File: config.mk
export PLATFORM = sky130hd
export DESIGN_NAME = vga_timing_gen
export DESIGN_NICKNAME = d
export VERILOG_FILES = /design/src/rtl/vga_timing_pkg.sv /design/src/rtl/vga_axis_counter.sv /design/src/rtl/vga_timing_gen.sv
export SDC_FILE = /design/constraint.sdc
export NUM_CORES = 1
export LEC_CHECK = 0
export BUFFER_PORTS_ARGS = -buffer_cell sky130_fd_sc_hd__buf_4
export CELL_PAD_IN_SITES_DETAIL_PLACEMENT = 0
export CELL_PAD_IN_SITES_GLOBAL_PLACEMENT = 1
export CORE_MARGIN = 2
export CORE_UTILIZATION = 45
export DETAILED_ROUTE_END_ITERATION = 8
export PLACE_DENSITY = 0.88
export SETUP_SLACK_MARGIN = 0.4
export SLEW_MARGIN = 25
export SYNTH_ARGS = -nofsm -noshare
export SYNTH_HDL_FRONTEND = slang
export SYNTH_HIERARCHICAL = 1
export SYNTH_SLANG_ARGS = --single-unit
File: constraint.sdc
create_clock -name clk -period 6.18 [get_ports clk]
set_clock_uncertainty 0.15 [all_clocks]
set_input_delay 1.236 -clock clk [delete_from_list [all_inputs] [get_ports clk]]
set_output_delay 1.236 -clock clk [all_outputs]
set_load 0.05 [all_outputs]
File: src/rtl/vga_timing_pkg.sv
// -----------------------------------------------------------------------------
// vga_timing_pkg
// Shared constants for the raster timing generator: the default XGA
// (1024x768 from a 64 MHz clock) porch/sync widths, the derived line and
// frame totals, and the counter widths used by vga_timing_gen and
// vga_axis_counter.
// Also provides a small helper that turns a sync-window flag into the
// configured sync output level.
// -----------------------------------------------------------------------------
package vga_timing_pkg;

  // Horizontal timing, in pixel clocks
  localparam int XGA_H_ACTIVE = 1024;
  localparam int XGA_H_FP     = 24;
  localparam int XGA_H_SYNC   = 136;
  localparam int XGA_H_BP     = 160;
  localparam int XGA_H_TOTAL  = XGA_H_ACTIVE + XGA_H_FP + XGA_H_SYNC + XGA_H_BP;

  // Vertical timing, in lines
  localparam int XGA_V_ACTIVE = 768;
  localparam int XGA_V_FP     = 3;
  localparam int XGA_V_SYNC   = 6;
  localparam int XGA_V_BP     = 29;
  localparam int XGA_V_TOTAL  = XGA_V_ACTIVE + XGA_V_FP + XGA_V_SYNC + XGA_V_BP;

  // Counter and output widths
  localparam int H_CNT_W     = 11;
  localparam int V_CNT_W     = 10;
  localparam int PIX_W       = 10;
  localparam int FRAME_CNT_W = 8;

  // Sync outputs sit at 'polarity' inside the sync window and at the
  // opposite level everywhere else.
  function automatic logic sync_level(input logic in_window, input logic polarity);
    return in_window ? polarity : ~polarity;
  endfunction

endpackage

File: src/rtl/vga_axis_counter.sv
// -----------------------------------------------------------------------------
// vga_axis_counter
// One raster axis (horizontal or vertical). Counts 0..TOTAL-1 on each
// 'advance' cycle and decodes the region flags from the current count.
//
// Ports:
//   clk          in   clock
//   reset        in   synchronous active-high reset, clears the count
//   advance      in   step the count this cycle
//   wrap         out  advance is high and the count is at TOTAL-1, so the
//                     count returns to 0 on this edge
//   active       out  count < ACTIVE
//   sync_window  out  count in [ACTIVE+FP, ACTIVE+FP+SYNC)
//   count        out  current count
// -----------------------------------------------------------------------------
module vga_axis_counter
  import vga_timing_pkg::*;
#(
  parameter int ACTIVE = XGA_H_ACTIVE,
  parameter int FP     = XGA_H_FP,
  parameter int SYNC   = XGA_H_SYNC,
  parameter int BP     = XGA_H_BP,
  parameter int W      = H_CNT_W
) (
  input  logic         clk,
  input  logic         reset,
  input  logic         advance,
  output logic         wrap,
  output logic         active,
  output logic         sync_window,
  output logic [W-1:0] count
);

  localparam int TOTAL      = ACTIVE + FP + SYNC + BP;
  localparam int SYNC_START = ACTIVE + FP;
  localparam int SYNC_END   = SYNC_START + SYNC;

  localparam logic [W-1:0] LAST_COUNT = W'(TOTAL - 1);
  localparam logic [W-1:0] ACTIVE_END = W'(ACTIVE);
  localparam logic [W-1:0] SYNC_LO    = W'(SYNC_START);
  localparam logic [W-1:0] SYNC_HI    = W'(SYNC_END);

  logic at_last;

  assign at_last     = (count == LAST_COUNT);
  // wrap already includes 'advance' so the next axis can use it directly
  // as its own advance enable.
  assign wrap        = advance && at_last;
  assign active      = (count < ACTIVE_END);
  assign sync_window = (count >= SYNC_LO) && (count < SYNC_HI);

  always_ff @(posedge clk) begin
    if (reset) begin
      count <= '0;
    end else if (advance) begin
      count <= at_last ? '0 : count + W'(1);
    end
  end

endmodule

File: src/rtl/vga_timing_gen.sv
// -----------------------------------------------------------------------------
// vga_timing_gen
// Raster timing generator for the TinyQV video peripheral. Produces
// registered hsync/vsync, the active-area flag and coordinates, line and
// frame strobes, a wrapping completed-frame counter and an optional
// scan-line interrupt. All outputs are one cycle behind the raster
// counters and only update on pix_ce cycles.
//
// Build option:
//   VGA_TIMING_LINE_IRQ_EN  when defined, line_irq pulses on the output
//                           cycle for column H_ACTIVE of line line_cmp.
//                           When undefined, line_irq is tied low and
//                           line_cmp is ignored.
//
// Ports:
//   clk          in   project clock
//   reset        in   synchronous active-high reset
//   pix_ce       in   pixel advance enable; everything holds when low
//   polarity     in   sync active level (1 = positive, 0 = negative)
//   line_cmp     in   scan line that raises line_irq
//   hsync        out  horizontal sync
//   vsync        out  vertical sync
//   visible      out  active-area flag
//   pix_x        out  active-area column (0 outside the active area)
//   pix_y        out  active-area row (0 outside the active area)
//   frame_start  out  one-cycle pulse at the first pixel of a frame
//   line_start   out  one-cycle pulse at the first pixel of each line
//   frame_count  out  completed-frame counter, wraps at 256
//   line_irq     out  one-cycle scan-line interrupt pulse
// -----------------------------------------------------------------------------
module vga_timing_gen
  import vga_timing_pkg::*;
#(
  parameter int H_ACTIVE = XGA_H_ACTIVE,
  parameter int H_FP     = XGA_H_FP,
  parameter int H_SYNC   = XGA_H_SYNC,
  parameter int H_BP     = XGA_H_BP,
  parameter int V_ACTIVE = XGA_V_ACTIVE,
  parameter int V_FP     = XGA_V_FP,
  parameter int V_SYNC   = XGA_V_SYNC,
  parameter int V_BP     = XGA_V_BP
) (
  input  logic                   clk,
  input  logic                   reset,
  input  logic                   pix_ce,
  input  logic                   polarity,
  input  logic [V_CNT_W-1:0]     line_cmp,
  output logic                   hsync,
  output logic                   vsync,
  output logic                   visible,
  output logic [PIX_W-1:0]       pix_x,
  output logic [PIX_W-1:0]       pix_y,
  output logic                   frame_start,
  output logic                   line_start,
  output logic [FRAME_CNT_W-1:0] frame_count,
  output logic                   line_irq
);

  logic [H_CNT_W-1:0]     h_cnt;
  logic [V_CNT_W-1:0]     v_cnt;
  logic                   h_wrap;
  logic                   h_active;
  logic                   h_sync_window;
  logic                   v_wrap;
  logic                   v_active;
  logic                   v_sync_window;
  logic [FRAME_CNT_W-1:0] frame_cnt;

  vga_axis_counter #(
    .ACTIVE (H_ACTIVE),
    .FP     (H_FP),
    .SYNC   (H_SYNC),
    .BP     (H_BP),
    .W      (H_CNT_W)
  ) u_h_axis (
    .clk         (clk),
    .reset       (reset),
    .advance     (pix_ce),
    .wrap        (h_wrap),
    .active      (h_active),
    .sync_window (h_sync_window),
    .count       (h_cnt)
  );

  // The vertical axis steps once per line, on the same edge the
  // horizontal count returns to 0. Its wrap therefore marks the
  // last pixel of the frame.
  vga_axis_counter #(
    .ACTIVE (V_ACTIVE),
    .FP     (V_FP),
    .SYNC   (V_SYNC),
    .BP     (V_BP),
    .W      (V_CNT_W)
  ) u_v_axis (
    .clk         (clk),
    .reset       (reset),
    .advance     (h_wrap),
    .wrap        (v_wrap),
    .active      (v_active),
    .sync_window (v_sync_window),
    .count       (v_cnt)
  );

  // Internal frame counter steps with the counter wrap; the output copy is
  // registered with the other outputs so frame_count changes on the same
  // output cycle as frame_start.
  always_ff @(posedge clk) begin
    if (reset) begin
      frame_cnt <= '0;
    end else if (v_wrap) begin
      frame_cnt <= frame_cnt + FRAME_CNT_W'(1);
    end
  end

  // Output register: decode of the current counters, one cycle late.
  // Level outputs hold while pix_ce is low; the strobes are cleared so a
  // stalled pixel never produces a repeated pulse.
  always_ff @(posedge clk) begin
    if (reset) begin
      hsync       <= ~polarity;
      vsync       <= ~polarity;
      visible     <= 1'b0;
      pix_x       <= '0;
      pix_y       <= '0;
      frame_start <= 1'b0;
      line_start  <= 1'b0;
      frame_count <= '0;
    end else if (pix_ce) begin
      hsync       <= sync_level(h_sync_window, polarity);
      vsync       <= sync_level(v_sync_window, polarity);
      visible     <= h_active && v_active;
      pix_x       <= h_active ? h_cnt[PIX_W-1:0] : '0;
      pix_y       <= v_active ? v_cnt : '0;
      frame_start <= (h_cnt == '0) && (v_cnt == '0);
      line_start  <= (h_cnt == '0);
      frame_count <= frame_cnt;
    end else begin
      frame_start <= 1'b0;
      line_start  <= 1'b0;
    end
  end

`ifdef VGA_TIMING_LINE_IRQ_EN
  localparam logic [H_CNT_W-1:0] IRQ_COLUMN = H_CNT_W'(H_ACTIVE);

  // Fires with the output where visible falls on line line_cmp. A
  // line_cmp beyond the last line never matches because v_cnt never
  // reaches it.
  always_ff @(posedge clk) begin
    if (reset) begin
      line_irq <= 1'b0;
    end else begin
      line_irq <= pix_ce && (h_cnt == IRQ_COLUMN) && (v_cnt == line_cmp);
    end
  end
`else
  logic unused_line_cmp;

  assign unused_line_cmp = ^line_cmp;
  assign line_irq        = 1'b0;
`endif

endmodule

==> impl_metrics.toml, run 1 <==
[sta]
max_freq_mhz = 243
drv_slew = 0
period_minus_slack_ns = 4.12
worst_pin_slew_ns = 0.811
rsz0062_at_grt = "no"
tns_ns = 0
hold_viol = 0
hold_ws_ns = 0.350
period_share = 0.667
relSlewSlack = 0.455
setup_viol = 0

[yosys]
synth-compound-area-share = 0.104
synth_area_leaders = "dfxtp_1, nor2_1, a21oi_1, nor2b_1, mux2i_1"
muxShareOfSynthArea = 0.0401
synth_common_cells = "dfxtp_1, nor2_1, a21oi_1"
ys_ff_latch = 62
synth_edf_count = 2
synth_top_area_frac = 0.438
synth_xor_area_frac = 0.0607
synth-simple-area-share = 0.255
synth.most_common_cell = "dfxtp_1"
synth_area_um2 = 2740
ys_async_sr_fraction = 0
synthesis.instances = 306
synth-adder-area-share = 0.0274
ys_seq_area_frac = 0.460
synth_top_cell_by_area = "dfxtp_1"
yosysUniqueCellTypes = 43
synth_top_family_by_area = "simple AND/OR/NAND/NOR gates"
dominantRegCellSynth = "dfxtp_1"
synth_nets = 326
syn_area_per_cell_um2 = 8.96
yosys_warnings = 6

[power]
power_leakage_uw = 0.00128
pwr-share-comb = 0.052
power.total_uw = 852
clkPwrFrac = 0.466
sw_frac_of_total = 0.222
power_switching_uw = 189
p_seq_frac = 0.482
power.internal_uw = 663
worst_ir_drop_vdd_mv = 0.141
powerDensity_nw_per_um2 = 262

[final_layout]
syn_to_final_growth_pct = 18.3
final_nets = 356
fin_area_um2 = 3250
utilization = 0.548
register_area_um2 = 1260
drive_above_1_share = 0.176
antenna_cells = 0
fillers = 552
multi_input_area_um2 = 1340

[setup_path]
path_buf_inv = 2
slowest_delay_ns = 0.67
crit_family = "simple AND/OR/NAND/NOR gates"
crit_arrival_ns = 4.23
critPathLaunchType = "input port"
required_ns = 6.29
critPathMaxFanout = 39
critical_path_class = "input port to flop"
endpoint_kind = "flop"
worst_path_max_delay_cell = "nor3_1"
cpMostUsedCell = "buf_4"
path_cells = "buf_4 -> nand3_1 -> nor4_1 -> buf_4 -> nand4_1 -> nor3_1 -> nand4_2 -> or3_1 -> a21oi_1"

[route]
drt-total-wl_um = 5650
ant_nets = 0
drtIter0Drc = 87
route.detailed.drc = 0
wire_per_inst_um = 13.6
avgViaCountPerCell = 5.19
firstDrtPassIters = 4
vias = 2157

[clock_tree]
path_clk_slew_ns = 0.07
numCtsBuffers = 9
clk_latency_ns = 0.34
root_buffer = "clkbuf_8"
cts_sinks = 62
post_cts_resized = 0
clock_path_buffers = 2
post_cts.repair.setup_buffers = 0
htreeDepth = 3
hold_buffers = 0
cts_tree = "yes"

[hold_path]
hp-class = "flop to flop"

[floorplan]
num_io_pins = 48
fp.dieW_um = 82.1
die_y_um = 82.1
die_area_um2 = 6740
start_util = 0.463
core_area_um2 = 5920
row_count = 28

[global_routing]
grt_max_degree = 48
antenna_found_initial = 0
grt_overflow_total = 0
grt_usage = 0.188
grt_pass1_vias = 2063
grt_pass1_wl_um = 9570

[placed_design]
port_buffers = 36
place_congestion = 0.779
hpwl_um = 3660
place_area_um2 = 3020

[status]
status = "finished, final reports clean"

[flow_run]
maxCapViolCount = 0
-- placed cells by master (no fill, tap or decap), types with 2 or more instances in the layout --
| cell type | count |
|---|---|
| nor4b_1 | 2 |
| inv_1 | 11 |
| nand2_1 | 9 |
| or3_1 | 5 |
| o21ai_0 | 6 |
| xor2_1 | 10 |
| nor2b_1 | 23 |
| nor2_1 | 54 |
| dfxtp_1 | 60 |
| nor4_1 | 5 |
| mux2i_1 | 11 |
| and2_1 | 2 |
| nand4_1 | 9 |
| nand3_1 | 5 |
| xnor2_1 | 9 |
| nor3_1 | 5 |
| and3_1 | 2 |
| a211o_1 | 2 |
| o31ai_1 | 3 |
| or4_1 | 4 |
| buf_4 | 37 |
| edfxtp_1 | 2 |
| a21oi_1 | 29 |
| ha_1 | 6 |
| clkbuf_8 | 12 |
-- registers in the layout (all words and copies together) (netlist names), 8 cells and up --
register	flops
frame_cnt	8
frame_count	8
pix_x	10
pix_y	10
u_h_axis/count	11
u_v_axis/count	10
-- cell families after synthesis --
| kind of cell | count (synthesis) |
|---|---|
| compound gates | 45 |
| xor+xnor | 19 |
| fa+ha+maj | 6 |
| buf+inv | 29 |
| flops | 62 |
| mux | 11 |
| other cells | 1 |
| simple gates | 133 |
-- cell type report --
cell class	instances	share of cell area
repair buffers	37	0.0856
well taps	75	0.0289
flip-flops and latches	62	0.389
inverters	11	0.0127
clock inverters	2	0.0108
clock buffers	14	0.0598
multi-input cells	215	0.414
-- through the flow --
step,setup WS (ns),cells
after floorplan,2.86,306
after global placement,1.79,400
after detailed placement,1.68,400
after CTS,2.04,416
after global routing,1.77,416
final,2.06,416
-- per-layer routing --
metal / global-route usage / vias up / share of wire
met4: 0.120 / 0 / 0.011
li1: - / 1105 / -
met3: 0.0374 / 6 / 0.048
met1: 0.247 / 999 / 0.48
met5: 0 / - / 0
met2: 0.279 / 47 / 0.46
-- power groups by stage --
stage / Sequential [µW] / Clock [µW] / Combinational [µW]
floorplan: 430 / 0 / 22.3
global placement: 419 / 0 / 44.4
detailed placement: 419 / 0 / 44.7
CTS: 410 / 405 / 44.8
global route: 411 / 424 / 48.1
finish: 410 / 397 / 44.4
-- path summary, 6_finish.rpt --
path | start | endpoint | slack [ns] | depth (start not counted)
setup / recovery | pix_ce | frame_cnt[7] | 2.06 | 9
hold / removal | frame_count[4] | frame_count[4] | 0.35 | 2
setup reg to reg | u_h_axis/count[0] | frame_cnt[7] | 2.75 | 9
hold reg to reg | frame_count[4] | frame_count[4] | 0.35 | 2
-- tightest hold or removal path, stage by stage, from the launching register on --
cell and delay (ns):
dfxtp_1 0.33, mux2i_1 0.06, nor2_1 0.07
Power figures use the tool's default switching activity.
==> run 2, diff against run 1 <==
- CORE_UTILIZATION: 45 -> 42
- PLACE_DENSITY: 0.88 -> 0.83
- clock period: 6.18 -> 4.2 ns (I/O delays scaled with it)
==> impl_metrics.toml, run 2 (synthesis gave the netlist of run 1 again) <==
[setup_path]
slowest_delay_ns = 0.45
endpoint_kind = "flop"
critPathMaxFanout = 8
worst_path_max_delay_cell = "dfxtp_1"
critical_path_class = "flop to flop"
path_cells = "ha_1 -> nand3_1 -> buf_4 -> nor4_1 -> nand4_1 -> nor3_1 -> buf_4 -> nand4_2 -> or3_1 -> a21oi_1"
required_ns = 4.32
cpMostUsedCell = "buf_4"
critPathLaunchType = "flop"
crit_arrival_ns = 2.94

[global_routing]
grt_pass1_wl_um = 9800
grt_pass1_vias = 2050
grt_usage = 0.170
antenna_found_initial = 0
grt_max_degree = 48
grt_overflow_total = 0

[route]
vias = 2208
drtIter0Drc = 115
wire_per_inst_um = 14.0
avgViaCountPerCell = 5.24
ant_nets = 0
firstDrtPassIters = 4
route.detailed.drc = 0
drt-total-wl_um = 5910

[clock_tree]
post_cts.repair.setup_buffers = 0
cts_tree = "yes"
post_cts_resized = 0
htreeDepth = 3
clk_latency_ns = 0.34
cts_sinks = 62
hold_buffers = 0
numCtsBuffers = 9
path_clk_slew_ns = 0.07
root_buffer = "clkbuf_8"
clock_path_buffers = 2

[power]
clkPwrFrac = 0.495
power.internal_uw = 1040
powerDensity_nw_per_um2 = 403
pwr-share-comb = 0.050
worst_ir_drop_vdd_mv = 0.219
power_leakage_uw = 0.00130
p_seq_frac = 0.455
sw_frac_of_total = 0.211
power_switching_uw = 280

[final_layout]
largest_reg_flops = 11
layout_common_cells = "dfxtp_1, nor2_1, buf_4, a21oi_1, nor2b_1"
antenna_cells = 0
syn_to_final_growth_pct = 20.0
utilization = 0.518
fillers = 597
layout_commonest_cell = "dfxtp_1"
regMostFlops = "u_h_axis/count"
final_nets = 359
drive_above_1_share = 0.180

[flow_run]
maxCapViolCount = 0

[sta]
drv_slew = 0
max_freq_mhz = 354
relSlewSlack = 0.633
setup_viol = 0
hold_viol = 0
tns_ns = 0
period_share = 0.673
period_minus_slack_ns = 2.83
rsz0062_at_grt = "no"
worst_pin_slew_ns = 0.549

[hold_path]
hp-class = "flop to flop"

[floorplan]
fp.dieW_um = 84.8
die_area_um2 = 7190
core_area_um2 = 6350
die_y_um = 84.8
num_io_pins = 48
start_util = 0.432
row_count = 29

[placed_design]
place_congestion = 0.790
port_buffers = 36
hpwl_um = 3810

[status]
status = "finished, final reports clean"
[run 2: changes by cell type in the layout (fill, tap and decap cells not counted), sizes merged]
cell    change
buf         +3
bufinv      +2
clkbuf      -1
clkinv      -1
[run 2: path summary, 6_finish.rpt]
check,startpoint,end,slack [ns],cells past startpoint
hold reg to reg,frame_count[2],frame_count[2],0.35,2
setup / recovery,u_h_axis/count[0],frame_cnt[7],1.37,10
setup reg to reg,u_h_axis/count[0],frame_cnt[7],1.37,10
hold / removal,frame_count[2],frame_count[2],0.35,2
[run 2: final cells by class]
type	instances	area (µm²)	area share
Clock buffer	13	159	0.0483
Multi-Input combinational cell	215	1340	0.408
Clock inverter	3	90.1	0.0274
Sequential cell	62	1260	0.383
Tap cell	77	96.3	0.0293
Timing Repair Buffer	40	300	0.0913
Inverter	11	41.3	0.0125
[run 2: per-layer routing]
metal	up-vias	track usage	share of wire
met1	1050	0.228	0.48
met2	42	0.266	0.46
met3	8	0.0360	0.036
met4	0	0.0736	0.017
met5	-	0	0
li1	1108	-	-
[run 2: power by group through the flow]
| stage | Combinational [µW] | Clock (µW) | Sequential [µW] |
|---|---|---|---|
| final | 66.3 | 655 | 603 |
| after global routing | 71.6 | 691 | 604 |
| after CTS | 67.4 | 664 | 603 |
| after detailed placement | 67.2 | 0 | 617 |
| after global placement | 66.4 | 0 | 616 |
| after floorplan | 32.7 | 0 | 633 |
[run 2: through the flow]
step	area (µm²)	hold WS (ns)	setup slack [ns]	power, µW	std cells
floorplan	2740	0.308	1.27	665	306
global placement	3040	0.329	1.18	683	405
detailed placement	3040	0.338	1.19	684	405
CTS	3290	0.355	1.39	1330	421
global route	3290	0.382	1.11	1370	421
finish	3290	0.349	1.37	1320	421
[run 2: critical path, delay by kind of cell, from the launching register on]
| kind | cells | cell delay [ns] |
|---|---|---|
| and+or+nand+nor | 6 | 1.43 |
| DFF | 1 | 0.45 |
| buffers and inverters | 2 | 0.36 |
| adders and majority gates | 1 | 0.24 |
| AOI/OAI and AO/OA | 1 | 0.13 |
==> run 3, diff against run 2 <==
- CORE_UTILIZATION: 42 -> 37
- PLACE_DENSITY: 0.83 -> 0.78
- clock period: 4.2 -> 2.35 ns (I/O delays scaled with it)
==> impl_metrics.toml, run 3 (synthesis gave the netlist of run 1 again) <==
[hold_path]
min_from = "polarity"
holdPathEnd = "vsync"
holdPathStages = 2
hp-class = "input port to flop"

[final_layout]
largest_reg_flops = 11
register_area_um2 = 1260
multi_input_area_um2 = 1440
layout_common_cells = "buf_4, dfxtp_1, nor2_1, a21oi_1, nor2b_1"
final-instance-count-excl-fill = 467
syn_to_final_growth_pct = 29.8
antenna_cells = 0
fin_area_um2 = 3560
layout_commonest_cell = "buf_4"
drive_above_1_share = 0.288
fillers = 712
final_nets = 386
regMostFlops = "u_h_axis/count"

[sta]
period_minus_slack_ns = 2.40
drv_slew = 0
setup_viol = 2
hold_ws_ns = 0.286
rsz0062_at_grt = "yes"
worst_slack_ns = -0.0548
max_freq_mhz = 416
tns_ns = -0.0846
relSlewSlack = 0.655
worst_pin_slew_ns = 0.517
period_share = 1.02
hold_viol = 0

[route]
vias = 2315
route.detailed.drc = 0
ant_nets = 0
wire_per_inst_um = 13.2
avgViaCountPerCell = 4.96
firstDrtPassIters = 4
drtIter0Drc = 85
drt-total-wl_um = 6180

[setup_path]
required_ns = 2.48
r2r_slack_ns = -0.05
critical_path_class = "flop to flop"
path_cells = "or4b_4 -> nor4_4 -> buf_4 -> nand4_1 -> nor3_2 -> buf_4 -> nand4_4 -> or3_4 -> a21oi_2"
slowest_delay_ns = 0.55
crit_arrival_ns = 2.53
rr_startpoint = "u_h_axis/count[9]"
r2r-end = "frame_cnt[7]"
worst_path_max_delay_cell = "or4b_4"
rr_worst_depth = 9
critPathMaxFanout = 5
endpoint_kind = "flop"
cpMostUsedCell = "buf_4"
critPathLaunchType = "flop"

[power]
worst_ir_drop_vdd_mv = 0.249
power_leakage_uw = 0.00142
sw_frac_of_total = 0.239
pwr-share-comb = 0.068
power_switching_uw = 480
powerDensity_nw_per_um2 = 565
clkPwrFrac = 0.398
p_seq_frac = 0.534
power.internal_uw = 1530

[clock_tree]
cts_sinks = 62
root_buffer = "clkbuf_8"
hold_buffers = 0
path_clk_slew_ns = 0.07
numCtsBuffers = 9
cts_tree = "yes"
clock_path_buffers = 2
clk_latency_ns = 0.34
htreeDepth = 3

[placed_design]
place_area_um2 = 3250
place_congestion = 0.791
port_buffers = 36
hpwl_um = 4050
dp_cells = 449

[floorplan]
row_count = 31
fp.dieW_um = 90.1
core_area_um2 = 7210
start_util = 0.380
die_y_um = 90.1
die_area_um2 = 8120
num_io_pins = 48

[status]
status = "complete, but fails checks"
violations = "negative setup slack"

[global_routing]
grt_pass1_wl_um = 10200
grt_pass1_vias = 2135
grt_max_degree = 39
antenna_found_initial = 0
grt_usage = 0.154
grt_overflow_total = 0

[flow_run]
maxCapViolCount = 0
-- run 3: changes by cell type in the layout (fill, tap and decap cells not counted), moves of 2 or more --
cell       change
nor3_2         +2
buf_6          +6
nor4_1         -2
nor2_2         +3
clkinv_2       +2
nor3_1         -2
nor2_1         -8
nor2_4         +5
dfxtp_1        -2
clkbuf_1       -2
buf_4         +21
bufinv_16      -3
dfxtp_2        +2
-- run 3: power by group through the flow --
stage | registers [µW] | clock network (µW) | logic, µW
2_1_floorplan | 1130 | 0 | 58.7
3_5_place_dp | 1100 | 0 | 134
6_report | 1070 | 801 | 136
3_3_place_gp | 1100 | 0 | 133
5_1_grt | 1070 | 864 | 147
4_1_cts | 1070 | 818 | 135
-- run 3: worst max-delay path by stage --
stage,startpoint,endpoint,cells after the start
after floorplan,u_h_axis/count[6],frame_cnt[7],10
after global placement,u_h_axis/count[9],frame_cnt[7],9
after detailed placement,u_h_axis/count[9],frame_cnt[6],9
after CTS,u_h_axis/count[9],frame_cnt[7],9
after global routing,u_h_axis/count[9],frame_cnt[7],9
final,u_h_axis/count[9],frame_cnt[7],9
-- run 3: cell type report --
class	count	area share
timing repair buffer	67	0.148
multi-input combinational	215	0.406
sequential	62	0.355
tap	99	0.0348
clock buffer	11	0.0425
clock inverter	2	0.00281
inverter	11	0.0116
-- run 3: stage by stage --
step | setup WS [ns] | total power [µW] | utilization
final | -0.0548 | 2010 | 0.493
after global routing | -0.164 | 2080 | 0.493
after CTS | -0.0832 | 2030 | 0.483
after detailed placement | -0.205 | 1230 | 0.451
after global placement | -0.173 | 1230 | 0.451
after floorplan | -0.209 | 1190 | -
-- run 3: critical path: cells and delay by family, from the launching register on --
family,cells,cell delay (ns)
buf+inv,2,0.32
compound gates,1,0.11
simple gates,6,1.45
flops,1,0.32
-- run 3: routing by layer --
layer  GRT usage  vias to the layer above  wire length (µm)
met5           0                        -                 0
met3      0.0327                        9               246
met2       0.237                       44              2790
met1       0.206                     1100              3030
li1            -                     1162                 -
met4      0.0769                        0               114
-- run 3: repair_timing --
item                                    in CTS  in global routing
endpoints found under the setup margin      18                 18
gates resized for setup                     11                 17
setup buffers                                3                  2
endpoints found under the hold margin        0                  0
pin swaps                                    5                  6
gates cloned                                 0                  0
